<file path="src/rtl/uart_cmd_pkg.sv">
// Shared opcode constants and FSM state encoding for the UART command responder.
package uart_cmd_pkg;

    localparam logic [7:0] OPC_RF_WR    = 8'hAA;
    localparam logic [7:0] OPC_RF_RD    = 8'hBB;
    localparam logic [7:0] OPC_ALU_OPS  = 8'hCC;
    localparam logic [7:0] OPC_ALU_NOPS = 8'hDD;

    typedef enum logic [3:0] {
        IDLE,
        WR_ADDR,
        WR_DATA,
        RD_ADDR,
        RD_WAIT,
        OP_A,
        OP_B,
        ALU_FUN,
        ALU_WAIT,
        TX_SEND,
        TX_HOLD
    } state_e;

endpackage

</file>
<file path="src/rtl/uart_cmd_responder_if.sv">
// Link between the command FSM and the response byte sender.
interface uart_cmd_responder_if #(
    parameter int DATA_WIDTH = 8
);
    logic                    start;      // one-cycle request to send a response
    logic                    two_bytes;  // 1: send low then high byte, 0: low byte only
    logic [2*DATA_WIDTH-1:0] data;       // response payload, low byte goes out first
    logic                    done;       // one-cycle pulse once the last byte is out

    modport master (output start, two_bytes, data, input done);
    modport slave  (input start, two_bytes, data, output done);
endinterface

</file>
<file path="src/rtl/cmd_tx_sender.sv">
// Sends one or two response bytes to the UART transmitter, waiting for a full
// busy rise/fall handshake after every byte.
module cmd_tx_sender
    import uart_cmd_pkg::*;
#(
    parameter int DATA_WIDTH = 8
) (
    input  logic                       i_CLK,
    input  logic                       i_RST,
    uart_cmd_responder_if.slave        tx_if,
    input  logic                       i_TX_busy,
    output logic [DATA_WIDTH-1:0]      o_TX_P_DATA,
    output logic                       o_TX_D_VLD
);

    state_e                  r_state, w_state;
    logic [2*DATA_WIDTH-1:0] r_buf, w_buf;
    logic                    r_more, w_more;
    logic                    r_seen, w_seen;
    logic [DATA_WIDTH-1:0]   r_txd, w_txd;
    logic                    r_vld, w_vld;
    logic                    r_done, w_done;

    assign o_TX_P_DATA = r_txd;
    assign o_TX_D_VLD  = r_vld;
    assign tx_if.done  = r_done;

    // Next-state: the data register only moves on a send, so it stays put through the hold.
    always_comb begin
        w_state = r_state;
        w_buf   = r_buf;
        w_more  = r_more;
        w_seen  = r_seen;
        w_txd   = r_txd;
        w_vld   = 1'b0;
        w_done  = 1'b0;
        case (r_state)
            TX_SEND: begin
                if (!i_TX_busy) begin
                    w_txd   = r_buf[DATA_WIDTH-1:0];
                    w_vld   = 1'b1;
                    w_seen  = 1'b0;
                    w_state = TX_HOLD;
                end
            end
            TX_HOLD: begin
                if (i_TX_busy) begin
                    w_seen = 1'b1;
                end else if (r_seen) begin
                    if (r_more) begin
                        w_buf   = r_buf >> DATA_WIDTH;
                        w_more  = 1'b0;
                        w_state = TX_SEND;
                    end else begin
                        w_done  = 1'b1;
                        w_state = IDLE;
                    end
                end
            end
            default: begin
                if (tx_if.start) begin
                    w_buf   = tx_if.data;
                    w_more  = tx_if.two_bytes;
                    w_state = TX_SEND;
                end
            end
        endcase
    end

    // State and output registers.
    always_ff @(posedge i_CLK or negedge i_RST) begin
        if (!i_RST) begin
            r_state <= IDLE;
            r_buf   <= '0;
            r_more  <= 1'b0;
            r_seen  <= 1'b0;
            r_txd   <= '0;
            r_vld   <= 1'b0;
            r_done  <= 1'b0;
        end else begin
            r_state <= w_state;
            r_buf   <= w_buf;
            r_more  <= w_more;
            r_seen  <= w_seen;
            r_txd   <= w_txd;
            r_vld   <= w_vld;
            r_done  <= w_done;
        end
    end

endmodule

</file>
<file path="src/rtl/uart_cmd_responder.sv">
// Decodes UART command bytes into register-file accesses and ALU operations,
// and returns read data / ALU results over the UART transmitter.
module uart_cmd_responder
    import uart_cmd_pkg::*;
#(
    parameter int DATA_WIDTH = 8,
    parameter int ADDR_WIDTH = 4,
    parameter int FUN_WIDTH  = 4
) (
    input  logic                    i_CLK,
    input  logic                    i_RST,
    input  logic [DATA_WIDTH-1:0]   i_RX_P_DATA,
    input  logic                    i_RX_D_VLD,
    output logic [DATA_WIDTH-1:0]   o_TX_P_DATA,
    output logic                    o_TX_D_VLD,
    input  logic                    i_TX_busy,
    output logic [ADDR_WIDTH-1:0]   o_RF_Address,
    output logic                    o_RF_WrEn,
    output logic                    o_RF_RdEn,
    output logic [DATA_WIDTH-1:0]   o_RF_WrData,
    input  logic [DATA_WIDTH-1:0]   i_RF_RdData,
    input  logic                    i_RF_RdData_Valid,
    output logic [FUN_WIDTH-1:0]    o_ALU_FUN,
    output logic                    o_ALU_EN,
    output logic                    o_CLK_GATE_EN,
    input  logic [2*DATA_WIDTH-1:0] i_ALU_OUT,
    input  logic                    i_ALU_OUT_VLD,
    output logic                    o_cmd_error
);

    state_e                  r_state, w_state;
    logic [ADDR_WIDTH-1:0]   r_addr, w_addr;
    logic [DATA_WIDTH-1:0]   r_wrdata, w_wrdata;
    logic                    r_wren, w_wren;
    logic                    r_rden, w_rden;
    logic [FUN_WIDTH-1:0]    r_fun, w_fun;
    logic                    r_alu_en, w_alu_en;
    logic                    r_gate, w_gate;
    logic                    r_alu_go, w_alu_go;   // ALU_EN due next cycle (gate leads by one)
    logic                    r_err, w_err;
    logic [2*DATA_WIDTH-1:0] r_result, w_result;
    logic                    r_tx_start, w_tx_start;
    logic                    r_two, w_two;

    uart_cmd_responder_if #(.DATA_WIDTH(DATA_WIDTH)) w_tx_if ();

    assign w_tx_if.start     = r_tx_start;
    assign w_tx_if.two_bytes = r_two;
    assign w_tx_if.data      = r_result;

    assign o_RF_Address  = r_addr;
    assign o_RF_WrData   = r_wrdata;
    assign o_RF_WrEn     = r_wren;
    assign o_RF_RdEn     = r_rden;
    assign o_ALU_FUN     = r_fun;
    assign o_ALU_EN      = r_alu_en;
    assign o_CLK_GATE_EN = r_gate;
    assign o_cmd_error   = r_err;

    cmd_tx_sender #(.DATA_WIDTH(DATA_WIDTH)) u_tx (
        .i_CLK       (i_CLK),
        .i_RST       (i_RST),
        .tx_if       (w_tx_if.slave),
        .i_TX_busy   (i_TX_busy),
        .o_TX_P_DATA (o_TX_P_DATA),
        .o_TX_D_VLD  (o_TX_D_VLD)
    );

    // Command decode: RX bytes are only looked at in byte-collecting states, so
    // anything arriving while waiting on the RF/ALU or the transmitter is dropped.
    always_comb begin
        w_state    = r_state;
        w_addr     = r_addr;
        w_wrdata   = r_wrdata;
        w_wren     = 1'b0;
        w_rden     = 1'b0;
        w_fun      = r_fun;
        w_alu_en   = 1'b0;
        w_gate     = r_gate;
        w_alu_go   = 1'b0;
        w_err      = 1'b0;
        w_result   = r_result;
        w_tx_start = 1'b0;
        w_two      = r_two;
        case (r_state)
            IDLE: begin
                if (i_RX_D_VLD) begin
                    case (i_RX_P_DATA)
                        DATA_WIDTH'(OPC_RF_WR):    w_state = WR_ADDR;
                        DATA_WIDTH'(OPC_RF_RD):    w_state = RD_ADDR;
                        DATA_WIDTH'(OPC_ALU_OPS):  w_state = OP_A;
                        DATA_WIDTH'(OPC_ALU_NOPS): w_state = ALU_FUN;
                        default:                   w_err   = 1'b1;
                    endcase
                end
            end
            WR_ADDR: if (i_RX_D_VLD) begin
                w_addr  = i_RX_P_DATA[ADDR_WIDTH-1:0];
                w_state = WR_DATA;
            end
            WR_DATA: if (i_RX_D_VLD) begin
                w_wrdata = i_RX_P_DATA;
                w_wren   = 1'b1;
                w_state  = IDLE;
            end
            RD_ADDR: if (i_RX_D_VLD) begin
                w_addr  = i_RX_P_DATA[ADDR_WIDTH-1:0];
                w_rden  = 1'b1;
                w_state = RD_WAIT;
            end
            RD_WAIT: if (i_RF_RdData_Valid) begin
                w_result   = {{DATA_WIDTH{1'b0}}, i_RF_RdData};
                w_two      = 1'b0;
                w_tx_start = 1'b1;
                w_state    = TX_SEND;
            end
            OP_A: if (i_RX_D_VLD) begin
                w_addr   = '0;
                w_wrdata = i_RX_P_DATA;
                w_wren   = 1'b1;
                w_state  = OP_B;
            end
            OP_B: if (i_RX_D_VLD) begin
                w_addr   = ADDR_WIDTH'(1);
                w_wrdata = i_RX_P_DATA;
                w_wren   = 1'b1;
                w_state  = ALU_FUN;
            end
            ALU_FUN: if (i_RX_D_VLD) begin
                w_fun    = i_RX_P_DATA[FUN_WIDTH-1:0];
                w_gate   = 1'b1;
                w_alu_go = 1'b1;
                w_state  = ALU_WAIT;
            end
            ALU_WAIT: begin
                w_alu_en = r_alu_go;
                if (i_ALU_OUT_VLD) begin
                    w_result   = i_ALU_OUT;
                    w_gate     = 1'b0;
                    w_two      = 1'b1;
                    w_tx_start = 1'b1;
                    w_state    = TX_SEND;
                end
            end
            TX_SEND: if (w_tx_if.done) w_state = IDLE;
            default: w_state = IDLE;
        endcase
    end

    // State and output registers.
    always_ff @(posedge i_CLK or negedge i_RST) begin
        if (!i_RST) begin
            r_state    <= IDLE;
            r_addr     <= '0;
            r_wrdata   <= '0;
            r_wren     <= 1'b0;
            r_rden     <= 1'b0;
            r_fun      <= '0;
            r_alu_en   <= 1'b0;
            r_gate     <= 1'b0;
            r_alu_go   <= 1'b0;
            r_err      <= 1'b0;
            r_result   <= '0;
            r_tx_start <= 1'b0;
            r_two      <= 1'b0;
        end else begin
            r_state    <= w_state;
            r_addr     <= w_addr;
            r_wrdata   <= w_wrdata;
            r_wren     <= w_wren;
            r_rden     <= w_rden;
            r_fun      <= w_fun;
            r_alu_en   <= w_alu_en;
            r_gate     <= w_gate;
            r_alu_go   <= w_alu_go;
            r_err      <= w_err;
            r_result   <= w_result;
            r_tx_start <= w_tx_start;
            r_two      <= w_two;
        end
    end

endmodule

</file>
<file path="config.mk">
export PLATFORM = sky130hd
export DESIGN_NAME = uart_cmd_responder
export DESIGN_NICKNAME = d
export VERILOG_FILES = /design/src/rtl/uart_cmd_pkg.sv /design/src/rtl/uart_cmd_responder_if.sv /design/src/rtl/cmd_tx_sender.sv /design/src/rtl/uart_cmd_responder.sv
export SDC_FILE = /design/constraint.sdc
export NUM_CORES = 1
export LEC_CHECK = 0
export CORE_AREA = 2 2 81 83
export CTS_BUF_LIST = sky130_fd_sc_hd__clkbuf_8
export DETAILED_ROUTE_END_ITERATION = 12
export DIE_AREA = 0 0 83 85
export DONT_BUFFER_PORTS = 1
export PLACE_DENSITY_LB_ADDON = 0.05
export SETUP_SLACK_MARGIN = 0.4
export SLEW_MARGIN = 20
export SYNTH_ARGS = -nofsm -noshare
export SYNTH_HDL_FRONTEND = slang
export SYNTH_SLANG_ARGS = --single-unit
</file>
<file path="constraint.sdc">
create_clock -name i_CLK -period 2.8 [get_ports i_CLK]
set_clock_uncertainty 0.15 [all_clocks]
set_input_delay 0.56 -clock i_CLK [delete_from_list [all_inputs] [get_ports i_CLK]]
set_output_delay 0.56 -clock i_CLK [all_outputs]
set_load 0.03 [all_outputs]
</file>
======== Word-level counts from Yosys, hierarchy flattened ========
Index checks and enable logic that the tools add are counted.
W data, S select, Z words.
operators by class
  add/subtract/negate cells ............... 0
  multipliers ............................. 0
  divide/modulo/power cells ............... 0
  order comparisons ....................... 0
  eq/ne operators ......................... 32
  shift operators ......................... 0
  mux-type cells .......................... 59
  bitwise logic cells ..................... 2
  reductions and logical operators ........ 21
operator list
  cell                  number
  $mux W16              6
  $mux W4               17
  $pmux W16 S2          2
  $pmux W4 S10          1
  $eq A8 B8 Y1 const B  4
  $mux W1               25
  $ne A2 B2 Y1 const B  12
  $eq A4 B3 Y1 const B  4
  $eq A4 B4 Y1 const B  4
  $pmux W4 S4           1
  $pmux W4 S3           1
  $reduce_and A4 Y1     3
  $reduce_and A11 Y1    1
  $pmux W1 S2           5
  $reduce_and A3 Y1     3
  $eq A4 B2 Y1 const B  2
  $ne A2 B1 Y1 const B  4
  $pmux W4 S2           1
  $reduce_bool A2 Y1    4
  $reduce_and A2 Y1     3
  $reduce_bool A3 Y1    2
  $ne A5 B1 Y1 const B  1
  $reduce_and A5 Y1     1
  $eq A4 B1 Y1 const B  1
  other kinds (5)       6
storage, ports and cells
  register bits after elaboration ......... 76
  latch bits .............................. 0
  memory bits (writable) .................. 0
  ROM bits ................................ 0
  input bits .............................. 38
  output and inout bits ................... 30
  word-level logic and storage cells ...... 134
  memories kept ........................... 0

======== Logic depth before layout (Yosys ltp) ========
  word-level depth ........................ 5
  mapped depth ............................ 7
  depth with buffers taken out ............ 4

======== Hierarchy ========
Synthesis repeated with hierarchy kept, for this count alone.
unflattened totals
  cells, all modules ...................... 276
  area, all modules ....................... 3318.2 µm²
by module, submodules not included
  module              instances  cells an instance  area an instance (µm²)  seq. area each (µm²)
  uart_cmd_responder  1          172                1944.4                  1101.1
  cmd_tx_sender       1          104                1373.8                  775.7

======== Worst setup path before layout ========
OpenSTA, ideal clock, no wires.
  path type ............................... input-to-reg
  start ................................... input i_TX_busy
  end ..................................... register u_tx.r_buf[7]
  library setup time ...................... 128 ps
  arrival time ............................ 1589 ps
  slack ................................... 933 ps
  stages on the path ...................... 5
  path buffers ............................ 1
  path through ............................ inv_1 and3_1 o21ai_2 buf_2 mux2_1
between the ends
  longest elaborated chain between the ends .. 2
RTL lines
  element                      RTL line                  text
  start, declared              uart_cmd_responder.sv:16  input logic i_TX_busy,
  $ne A2 B2 Y1 (no line)       --
  $reduce_and A5 Y1 (no line)  --
  end signal, assigned         cmd_tx_sender.sv:82       r_buf <= w_buf;
  end, declared                cmd_tx_sender.sv:17       logic [2*DATA_WIDTH-1:0] r_buf, w_buf;
Every way passes these cells.
A chain may end at the register's enable or synchronous reset.

======== Worst setup path after layout ========
  start ................................... register r_state[3]
  end ..................................... register r_result[10]
between the ends
  longest elaborated chain between the ends .. 3
  elaborated cells between the ends (all ways) .. 7
  those cells by class .................... 4 x eq/ne; 1 x mux; 2 x reduce/logical
RTL lines
  element                                                       RTL line                   text
  start, declared                                               uart_cmd_responder.sv:31   state_e r_state, w_state;
  start signal, assigned                                        uart_cmd_responder.sv:167  r_state <= w_state;
  $eq A4 B4 Y1 or $eq A4 B3 Y1 (tied branches)                  uart_cmd_responder.sv:85   case (r_state)
  $ne A2 B2 Y1 (no line) or $reduce_bool A2 Y1 (tied branches)  --
  $reduce_and A3 Y1 (no line)                                   --
  end signal, assigned                                          uart_cmd_responder.sv:177  r_result <= w_result;
  end, declared                                                 uart_cmd_responder.sv:41   logic [2*DATA_WIDTH-1:0] r_result, w_result;
Several ways; a longest one is shown, not always the timed one.

==> results.sh <==
export IMPL_grt_pass1_vias=2042
export IMPL_grt_usage_pct=19.2
export IMPL_root_buffer="clkbuf_8"
export IMPL_core_area_um2=6200
export IMPL_synth_nets=296
export IMPL_ys_warn_count=0
export IMPL_std_cell_rows=29
export IMPL_hp_class="input pin to async pin"
export IMPL_antenna_found_initial=0
export IMPL_h_tree_depth=3
export IMPL_ys_ff_latch=75
export IMPL_antenna_left=0
export IMPL_rr_endpoint="r_result[10]"
export IMPL_critical_path_class="register to register"
export IMPL_syn_cell_area_um2=3270
export IMPL_fin_setup_tns_ps=0
export IMPL_reg2reg_depth=3
export IMPL_fp_dieH_um=85
export IMPL_clock_latency_ps=330
export IMPL_arrival_ps=2310
export IMPL_grt_pass1_wl_um=10500
export IMPL_violations="negative hold slack"
export IMPL_maxSlewViolCount=0
export IMPL_dpl_hpwl_um=4280
export IMPL_grt_ovfl_total=0
export IMPL_cp_num_buf_inv=0
export IMPL_cpPeakStageDelay_ps=690
export IMPL_clkSinkCount=75
export IMPL_firstDrtPassIters=4
export IMPL_drive_above_1_share_pct=15.8
export IMPL_synthCells=258
export IMPL_leakage_nw=1.63
export IMPL_area_growth_pct=8.00
export IMPL_dpl_cell_area_um2=3340
export IMPL_vias=2016
export IMPL_regToRegSetupSlack_ps=610
export IMPL_timing_hold_ws_ps=-231
export IMPL_postCtsSetupRepairBufs=0
export IMPL_avgSynthCellArea_um2=12.7
export IMPL_cp_max_fo=16
export IMPL_die_area_um2=7060
export IMPL_synth_ff_type="dfrtp_1"
export IMPL_routed_wl_um=6270
export IMPL_port_buffers=0
export IMPL_clkSlewWorstSetupHoldPaths_ps=70
export IMPL_clock_path_buffers=2
export IMPL_cts_resized=0
export IMPL_critical_path_slowest_cell="nor4b_2"
export IMPL_synth_area_leaders="dfrtp_1 (57%), mux2_1 (8.3%), mux2_2 (5.2%)"
export IMPL_yosysSeqAreaShare_pct=57.4
export IMPL_crit_family="simple AND/OR/NAND/NOR gates"
export IMPL_crit_required_ps=2920
export IMPL_cts_buffers=9
export IMPL_yosysMostFrequentCell="dfrtp_1"
export IMPL_grt_max_degree=76
export IMPL_synth_edf_count=0
export IMPL_rsz0062_at_grt="no"
export IMPL_p_per_area_nw_per_um2=1130
export IMPL_slew_headroom_pct=44.5
export IMPL_max_freq_ghz=0.457
export IMPL_hold_viol=75
export IMPL_gp_congestion=0.871
export IMPL_vias_per_cell=5.89
export IMPL_fin_nets=298
export IMPL_fin_crit_sh_pct=78.1
export IMPL_wl_per_cell_um=18.3
export IMPL_rr_startpoint="r_state[3]"
export IMPL_power_w=0.00398
export IMPL_final_min_clock_period_ps=2190
export IMPL_setup_violations_final=0
export IMPL_initial_core_util_pct=52.7
export IMPL_max_cap_viol_count=0
export IMPL_synth_common_cells="dfrtp_1 (75), mux2_1 (24), a22o_1 (17)"
export IMPL_die_w_um=83
export IMPL_critPathLaunchType="register"
export IMPL_synth_top_area_share_pct=57.4
export IMPL_path_cells="nor4b_2 -> and2_1 -> a22o_1"
export IMPL_multi_input_area_um2=1320
export IMPL_status="finished with violations"
export IMPL_ff_latch_area_um2=1880
export IMPL_yosysTopAreaCell="dfrtp_1"
export IMPL_drcViolationCount=0
export IMPL_tritoncts="built"
export IMPL_vdd_drop_max_mv=0.549
export IMPL_num_antenna_cells=0
export IMPL_drtIter0Drc=141
export IMPL_pin_count=68
export IMPL_fill_cells=535
export IMPL_ys_types=45
export IMPL_async_flop_share_pct=100
export IMPL_fin_area_um2=3530
export IMPL_worst_pin_slew_ps=832
export IMPL_setup_worst_path_end_class="register"
logic make-up (layout without fill, tap and decap cells):
| group | Yosys count | count (layout) | share of synthesized area, % |
|---|---|---|---|
| flops | 75 | 75 | 57.4 |
| simple gates | 63 | 63 | 11.1 |
| compound gates | 50 | 50 | 11.8 |
| mux | 49 | 49 | 16.5 |
| buf+inv | 19 | 26 | 2.68 |
| xor+xnor | 2 | 2 | 0.536 |
report_power, final:
group	total, W	switching, W	internal, W
registers	0.00210	0.000632	0.00147
logic	0.00109	0.000520	0.000575
clock network	0.000780	0.000377	0.000402
per-stage QoR:
stage / instances / hold WS [ps] / utilization [%] / setup slack [ps]
2_1_floorplan: 258 / 114 / - / 933
3_3_place_gp: 326 / 117 / 53.9 / 698
3_5_place_dp: 326 / 116 / 53.9 / 585
4_1_cts: 342 / -261 / 56.9 / 571
5_1_grt: 342 / -258 / 56.9 / 436
6_report: 342 / -231 / 56.9 / 612
how the worst max path moves through the flow:
stage / start / to / slack, ps / cells after the start
3_5_place_dp: r_state[3] / r_result[10] / 590 / 3
3_3_place_gp: r_state[3] / r_result[14] / 700 / 3
4_1_cts: r_state[3] / r_result[10] / 570 / 3
5_1_grt: r_state[3] / r_result[13] / 440 / 3
2_1_floorplan: i_TX_busy / u_tx.r_buf[7] / 930 / 5
6_report: r_state[3] / r_result[10] / 610 / 3
worst reg2reg max path, delay by kind of cell, from the launching register on:
family	cells	cell delay, ps
flip-flops	1	600
AND/OR/NAND/NOR	2	1180
AO/OA/AOI/OAI	1	190
layout make-up:
class	count	area share (%)
Timing Repair Buffer	5	1.06
Multi-Input combinational cell	164	37.3
Inverter	5	0.532
Sequential cell	75	53.2
Tap cell	77	2.73
Clock inverter	7	1.74
Clock buffer	9	3.51
flip-flops by register name, indices dropped and copies added (netlist names):
name,flops
o_ALU_EN,1
o_RF_Address,4
o_CLK_GATE_EN,1
u_tx.r_more,1
r_result,16
r_tx_start,1
u_tx.o_TX_D_VLD,1
u_tx.r_seen,1
r_state,4
u_tx.o_TX_P_DATA,8
r_alu_go,1
u_tx.tx_if.done,1
o_RF_RdEn,1
o_cmd_error,1
u_tx.r_state,3
r_two,1
o_ALU_FUN,4
o_RF_WrEn,1
u_tx.r_buf,16
o_RF_WrData,8
cells in the final DEF (no fill, tap or decap), drive strengths merged, types with 5 or more instances in the layout:
cell / synthesis / final
inv: 5 / 7
a22o: 17 / 17
nand2b: 10 / 10
nor2b: 5 / 5
mux2i: 10 / 10
nand2: 11 / 11
a21oi: 5 / 5
buf: 10 / 5
mux2: 39 / 39
clkbuf: 4 / 9
dfrtp: 75 / 75
o21ai: 12 / 12
nor2: 12 / 12
per-layer routing:
metal | track usage [%] | share of wire [%] | up-vias
met5 | 0 | 0 | -
met4 | 9.69 | 2.3 | 0
met3 | 5.06 | 4.1 | 9
met2 | 27.9 | 46 | 38
met1 | 26.7 | 47 | 1030
li1 | - | - | 939
No activity file was read; power rests on OpenSTA's default activity.
